===== src/rtl/q_write_arbiter.sv =====
// q_write_arbiter: round-robin arbiter that lets NREQ requesters share one
// WIDTH-bit register q. A request sampled in IDLE is granted for one cycle,
// its data is captured at the end of the grant cycle, committed to q one cycle
// later, and followed by HOLD idle cycles before the next request is sampled.
// Optional build macro: Q_ARB_FIXED_PRIORITY_EN selects lowest-index-wins
// priority and removes the round-robin pointer.
module q_write_arbiter #(
  parameter int NREQ  = 4,
  parameter int WIDTH = 4,
  parameter int HOLD  = 1
) (
  input  logic                                  clock,
  input  logic                                  reset,
  input  logic [NREQ-1:0]                       req,
  input  logic [NREQ*WIDTH-1:0]                 wdata,
  output logic [NREQ-1:0]                       grant,
  output logic [WIDTH-1:0]                      q,
  output logic                                  q_valid,
  output logic [((NREQ > 2) ? $clog2(NREQ) : 1)-1:0] owner,
  output logic                                  busy
);

  localparam int IW = (NREQ > 2) ? $clog2(NREQ) : 1;

  typedef enum logic [1:0] {
    S_IDLE,
    S_GRANT,
    S_WRITE,
    S_HOLD
  } state_e;

  state_e            state_q, state_d;
  logic [IW-1:0]     win_q, win_d;
  logic [WIDTH-1:0]  hold_data_q, hold_data_d;
  logic [3:0]        hold_cnt_q, hold_cnt_d;
  logic [NREQ-1:0]   grant_q, grant_d;
  logic [WIDTH-1:0]  q_q, q_d;
  logic              q_valid_q, q_valid_d;
  logic [IW-1:0]     owner_q, owner_d;
  logic              busy_q, busy_d;
`ifndef Q_ARB_FIXED_PRIORITY_EN
  logic [IW-1:0]     rr_ptr_q, rr_ptr_d;
`endif

  logic              pick_found;
  logic [IW-1:0]     pick_idx;
  int                cand;

  // Winner search: first set req bit scanning upward from the start index.
  // NOTE: every variable written in an always_comb gets a default at the top,
  // otherwise a path that skips the assignment infers a latch.
  always_comb begin
    pick_found = 1'b0;
    pick_idx   = '0;
    cand       = 0;
    for (int i = 0; i < NREQ; i++) begin
`ifdef Q_ARB_FIXED_PRIORITY_EN
      cand = i;
`else
      cand = int'(rr_ptr_q) + i;
      if (cand >= NREQ) cand = cand - NREQ;
`endif
      if (!pick_found && req[IW'(cand)]) begin
        pick_found = 1'b1;
        pick_idx   = IW'(cand);
      end
    end
  end

  // Next-state and registered-output logic for the IDLE/GRANT/WRITE/HOLD FSM.
  always_comb begin
    state_d     = state_q;
    win_d       = win_q;
    hold_data_d = hold_data_q;
    hold_cnt_d  = hold_cnt_q;
    grant_d     = '0;
    q_d         = q_q;
    q_valid_d   = 1'b0;
    owner_d     = owner_q;
`ifndef Q_ARB_FIXED_PRIORITY_EN
    rr_ptr_d    = rr_ptr_q;
`endif
    case (state_q)
      S_IDLE: begin
        if (pick_found) begin
          win_d             = pick_idx;
          grant_d[pick_idx] = 1'b1;
          state_d           = S_GRANT;
        end
      end
      S_GRANT: begin
        // Data is taken at the end of the grant cycle, so the requester may
        // drop req in this cycle without losing the write.
        hold_data_d = wdata[int'(win_q)*WIDTH +: WIDTH];
        state_d     = S_WRITE;
      end
      S_WRITE: begin
        q_d       = hold_data_q;
        q_valid_d = 1'b1;
        owner_d   = win_q;
`ifndef Q_ARB_FIXED_PRIORITY_EN
        rr_ptr_d  = (win_q == IW'(NREQ - 1)) ? '0 : win_q + 1'b1;
`endif
        if (HOLD > 0) begin
          hold_cnt_d = 4'(HOLD - 1);
          state_d    = S_HOLD;
        end else begin
          state_d    = S_IDLE;
        end
      end
      S_HOLD: begin
        if (hold_cnt_q == 4'd0) state_d = S_IDLE;
        else                    hold_cnt_d = hold_cnt_q - 4'd1;
      end
      default: state_d = S_IDLE;
    endcase
    busy_d = (state_d != S_IDLE);
  end

  // State and output registers with synchronous reset.
  // NOTE: sequential state uses non-blocking assignments so every flop samples
  // the pre-edge values regardless of statement order.
  always_ff @(posedge clock) begin
    if (reset) begin
      state_q     <= S_IDLE;
      win_q       <= '0;
      hold_data_q <= '0;
      hold_cnt_q  <= '0;
      grant_q     <= '0;
      q_q         <= '0;
      q_valid_q   <= 1'b0;
      owner_q     <= '0;
      busy_q      <= 1'b0;
`ifndef Q_ARB_FIXED_PRIORITY_EN
      rr_ptr_q    <= '0;
`endif
    end else begin
      state_q     <= state_d;
      win_q       <= win_d;
      hold_data_q <= hold_data_d;
      hold_cnt_q  <= hold_cnt_d;
      grant_q     <= grant_d;
      q_q         <= q_d;
      q_valid_q   <= q_valid_d;
      owner_q     <= owner_d;
      busy_q      <= busy_d;
`ifndef Q_ARB_FIXED_PRIORITY_EN
      rr_ptr_q    <= rr_ptr_d;
`endif
    end
  end

  assign grant   = grant_q;
  assign q       = q_q;
  assign q_valid = q_valid_q;
  assign owner   = owner_q;
  assign busy    = busy_q;

endmodule


===== config.mk =====
export PLATFORM = sky130hd
export DESIGN_NAME = q_write_arbiter
export DESIGN_NICKNAME = d
export VERILOG_FILES = /design/src/rtl/q_write_arbiter.sv
export SDC_FILE = /design/constraint.sdc
export NUM_CORES = 1
export LEC_CHECK = 0
export BUFFER_PORTS_ARGS = -buffer_cell sky130_fd_sc_hd__buf_2
export CORE_MARGIN = 4
export CORE_UTILIZATION = 50
export DETAILED_ROUTE_END_ITERATION = 6
export PLACE_DENSITY = 0.77
export SLEW_MARGIN = 20
export SYNTH_ARGS = -nofsm -noshare
export SYNTH_HDL_FRONTEND = slang
export SYNTH_SLANG_ARGS = --single-unit
export TNS_END_PERCENT = 50

===== constraint.sdc =====
create_clock -name clock -period 1.7 [get_ports clock]
set_clock_uncertainty 0.2 [all_clocks]
set_input_delay 0.34 -clock clock [delete_from_list [all_inputs] [get_ports clock]]
set_output_delay 0.34 -clock clock [all_outputs]
set_load 0.05 [all_outputs]

======== Yosys cells after proc, flatten, opt, wreduce, memory -nomap -nowiden ========
Index checks and enable logic that the tools add are counted.
cells by class
  eq/ne operators ......................... 5
  $mul .................................... 0
  reduce and logical (&&, ||, !) cells .... 14
  divide/modulo/power cells ............... 0
  shift operators ......................... 1
  multiplexer cells ....................... 33
  $lt $le $gt $ge ......................... 10
  bitwise operators ....................... 2
  add/subtract/negate cells ............... 9
operator list
  operator                                                                              number
  2-bit 2-to-1 mux                                                                      11
  2-bit by 4-bit less-than comparator with 1-bit output (second input constant)         4
  16-bit by 5-bit variable part select with 4-bit output                                1
  1-bit 2-to-1 mux                                                                      14
  3-bit greater-or-equal comparator (second input constant)                             3
  1-bit binary-select mux with 2-bit select                                             4
  2-bit one-hot mux with 4 select lines                                                 1
  4-bit one-hot mux with 2 select lines                                                 1
  2-bit by 1-bit subtractor with 2-bit output (second input constant)                   4
  2-bit by 2-bit adder with 3-bit output (second input constant)                        2
  2-bit == test (second input constant)                                                 3
  1-bit logical AND                                                                     4
  4-bit zero test                                                                       1
  4-bit 2-to-1 mux                                                                      1
  2-bit AND reduction                                                                   2
  2-bit nonzero test                                                                    2
  4-bit by 1-bit subtractor with 4-bit output (second input constant)                   1
  2-bit by 1-bit adder with 3-bit output (second input constant)                        1
  2-bit by 3-bit greater-or-equal comparator with 1-bit output (second input constant)  1
  1-bit zero test                                                                       3
  2-bit by 3-bit less-than comparator with 1-bit output (second input constant)         1
  3-bit OR reduction                                                                    1
  2-bit by 1-bit adder with 2-bit output (second input constant)                        1
  1-bit demux with 2-bit select                                                         1
  other kinds (5)                                                                       6
word-level totals
  memories kept ........................... 0
  bits in writable memories ............... 0
  output and inout bits ................... 12
  latch bits .............................. 0
  word-level logic and storage cells ...... 84
  register bits after elaboration ......... 26
  input bits .............................. 22
  ROM bits ................................ 0

======== Logic depth before layout (Yosys ltp) ========
  depth after elaboration ................. 19
  depth in mapped cells ................... 6

======== Worst setup path after synthesis ========
OpenSTA, ideal clock, no wires.
  kind .................................... reg2reg
  from .................................... reg hold_cnt_q[0]
  to ...................................... reg hold_cnt_q[0]
  buffers on the path ..................... 0
  path slack .............................. 0.213 ns
  setup time .............................. 0.128 ns
  clock period less this slack ............ 1.487 ns
  stages on the path, launching flop included .. 7
  arrival time ............................ 1.159 ns
  required time ........................... 1.372 ns
  cell sequence ........................... dfxtp_1 -> inv_1 -> ha_1 -> nor3b_2 -> a21bo_2 -> a21oi_1 -> nor2_1
on the way
  cells in the longest elaborated chain, start to end .. 3
ends and longest elaborated chain
  element                                                                         RTL line  RTL
  start: declaration                                                              35        logic [3:0] hold_cnt_q, hold_cnt_d;
  start signal: assignment                                                        141       hold_cnt_q <= hold_cnt_d;
  4-bit by 1-bit subtractor with 4-bit output or 4-bit zero test (tied branches)  113, 112
  4-bit 2-to-1 mux or 2-bit inequality test (tied branches)                       --
  4-bit one-hot mux with 2 select lines or 2-bit AND reduction (tied branches)    --
Parallel ways exist; a longest one is shown, timed or not. The select of a mux whose other input is x is not followed.
A chain may end at the register's enable or synchronous reset.

======== Final worst setup path ========
  from .................................... reg hold_cnt_q[1]
  to ...................................... reg hold_cnt_q[1]
The elaborated chain is that of the path after synthesis.

==> reports/metrics.csv <==
stage,metric,value,unit
sta,hold_viol,0,
die,start_util,53.3,%
sta,finalCritPeriodShare,92.9,%
sta,rsz0062_at_grt,false,
power,p_leak,0.571,nW
clock_tree,clock-sinks,26,
setup_path,critPathLaunchType,register,
sta,slew-limit-headroom,73.8,%
grt,grt_usage,16.4,%
setup_path,crit_required,1.70,ns
sta,min_period,1.58,ns
yosys,ys.flop_type,dfxtp_1,
layout,finalNetCount,182,
setup_path,cp_max_fo,5,
sta,finalSetupViolCount,0,
yosys,yosysTopAreaCellShare,43.7,%
power,swShare,30.1,%
setup_path,cp_slowest_cell,dfxtp_1,
yosys,synth_area_leaders,"dfxtp_1, mux4_2, a21oi_1",
routing,drt_iter0_drc,18,
hold_path,min_path_type,in2reg,
power,peakVddDrop,696,uV
yosys,synthDistinctLibCells,32,
power,p_per_area,880,nW/um^2
placement,post-dp-hpwl,1850,um
placement,gp_congestion,0.722,
yosys,ys_seq_elements,26,
die,die_area,3220,um^2
setup_path,path_cells,inv_1 > ha_1 > nor3b_2 > a21bo_2 > a21oi_1 > nor2_1,
layout,antenna-diode-count,0,
layout,syn2layout_area_growth,17.2,%
layout,drive_gt1_share,36.1,%
routing,vias,981,
sta,fin_setup_tns,0,ns
routing,drt_pass1_iterations,5,
die,coreArea,2230,um^2
routing,totalWireLength,2340,um
placement,portBuffers,33,
clock_tree,cts_buffer_depth,2,
yosys,ys_seq_area_share,43.7,%
clock_tree,clock_latency,0.30,ns
clock_tree,clk_pin_slew,0.12,ns
grt,grt_first_pass_wirelength,4250,um
grt,grt-ovfl-total,0,
power,clock_power_share,19.8,%
sta,slew_violations,0,
yosys,netlist_area,1190,um^2
routing,wl_per_cell,12.8,um
clock_tree,htreeDepth,1,
sta,max_clock_freq,633,MHz
grt,antenna_found_initial,0,
placement,placedInstanceArea,1370,um^2
layout,final_area,1400,um^2
yosys,synthMostInstantiatedCell,dfxtp_1,
power,seqPwrFrac,56.6,%
setup_path,setup.worst_path.end_class,register,
clock_tree,root_buffer,clkbuf_4,
yosys,syn_inst,122,
clock_tree,hold_buffers,0,
setup_path,crit_type,reg2reg,
setup_path,arrival,1.57,ns
die,die_y,56.8,um
yosys,synth_nets,147,
yosys,yosys.area.top_type,dfxtp_1,
yosys,syn_avg_cell_area,9.75,um^2
power,p_int,0.858,mW
grt,grt_max_degree,23,
clock_tree,numCtsBuffers,3,
yosys,async_reset_ff_share,0,%
yosys,synth_edf_count,0,
routing,ant_nets,0,
die,pin_count,34,
yosys,yosys_warnings,0,
die,die_w,56.8,um
power,power.share.combinational,23.6,%
routing,drc_errors,0,
routing,vias_per_cell,5.36,
power,power_switching,0.370,mW
yosys,synth_common_cells,"dfxtp_1, nand2_1, a21oi_1",
grt,grt_pass1_vias,982,
clock_tree,tritoncts,built,
outcome,outcome,completed,
job,drv_cap,0,
die,rows,17,
setup_path,critPathMaxStageDelay,0.41,ns
sta,tightestPinTransition,0.394,ns
[logic make-up (layout without fill, tap and decap cells)]
kind of cell,Yosys count,after routing,synth area share [%]
multiplexers,9,9,11.8
buffers and inverters,9,42,4.21
AND/OR/NAND/NOR,49,49,23.2
adder cells (fa/ha/maj),3,3,3.15
flip-flops,26,26,43.7
AO/OA/AOI/OAI,26,26,13.9
[layer usage]
layer,GRT usage [%],wire (um),up-vias
met5,0,0,-
met4,5.96,18,0
met3,4.14,121,2
met2,28.9,1210,27
met1,18.8,989,457
li1,-,-,495
[stage by stage]
stage | utilization [%] | power (mW) | hold WS (ns) | setup slack (ns) | cells
after floorplan | - | 0.928 | 0.231 | 0.213 | 122
after global placement | 61.3 | 0.988 | 0.240 | 0.121 | 180
after detailed placement | 61.3 | 0.999 | 0.243 | 0.0703 | 180
after CTS | 62.4 | 1.24 | 0.140 | 0.0872 | 183
after global routing | 62.5 | 1.31 | 0.144 | 0.0174 | 183
final | 62.5 | 1.23 | 0.147 | 0.121 | 183
[final timing paths]
path	from	end	slack, ns	cells after the start
min	req[2]	busy	0.15	3
max	hold_cnt_q[1]	hold_cnt_q[1]	0.12	6
max reg2reg	hold_cnt_q[1]	hold_cnt_q[1]	0.12	6
min reg2reg	q[0]	q[0]	0.26	2
[state kept, by name, summed over array words and instances, names as in the netlist]
| signal | flops |
|---|---|
| state_q | 2 |
| grant | 4 |
| busy | 1 |
| rr_ptr_q | 2 |
| q | 4 |
| win_q | 2 |
| q_valid | 1 |
| hold_data_q | 4 |
| owner | 2 |
| hold_cnt_q | 4 |
[final cells by class]
class / count / area (um^2)
Fill cell: 199 / 838
Tap cell: 28 / 35.0
Inverter: 4 / 15.0
Multi-Input combinational cell: 87 / 619
Timing Repair Buffer: 35 / 180
Clock buffer: 3 / 22.5
Sequential cell: 26 / 523
[cells in the final DEF, fill, tap and decap left out]
master     n
buf_2     33
dfxtp_1   24
nand2_1   17
a21oi_1   15
nor2_1    11
mux2i_1    5
nor3_1     5
inv_1      4
mux4_2     4
nand3b_1   3
ha_1       3
clkbuf_4   3
nand2b_1   2
nor2_4     2
nor3b_2    2
o21ai_0    2
o21ai_1    2
dfxtp_2    2
buf_4      2
nor2b_1    1
a21o_2     1
o221ai_2   1
nor4_2     1
nand2b_4   1
or2_4      1
o21a_1     1
o22ai_2    1
and3b_1    1
a21bo_2    1
nor3b_1    1
a31o_2     1
nor4_1     1
a22oi_1    1
[critical path, delay by kind of cell (launching register included)]
family / cells / cell delay, ns
simple gates: 2 / 0.23
compound gates: 2 / 0.38
flops: 1 / 0.41
buf+inv: 1 / 0.08
fa+ha+maj: 1 / 0.17
[power by group through the flow]
stage                     Clock (mW)  Combinational, mW  Sequential, mW
final                          0.243              0.290           0.695
after floorplan                    0              0.189           0.739
after global placement             0              0.282           0.706
after detailed placement           0              0.290           0.709
after CTS                      0.254              0.291           0.695
after global routing           0.290              0.319           0.704
[what timing repair did]
item,CTS,global route
endpoints found under the setup margin,0,3
gates resized for setup,0,2
buffers inserted,0,0
No activity file was read; power rests on OpenSTA's default activity.
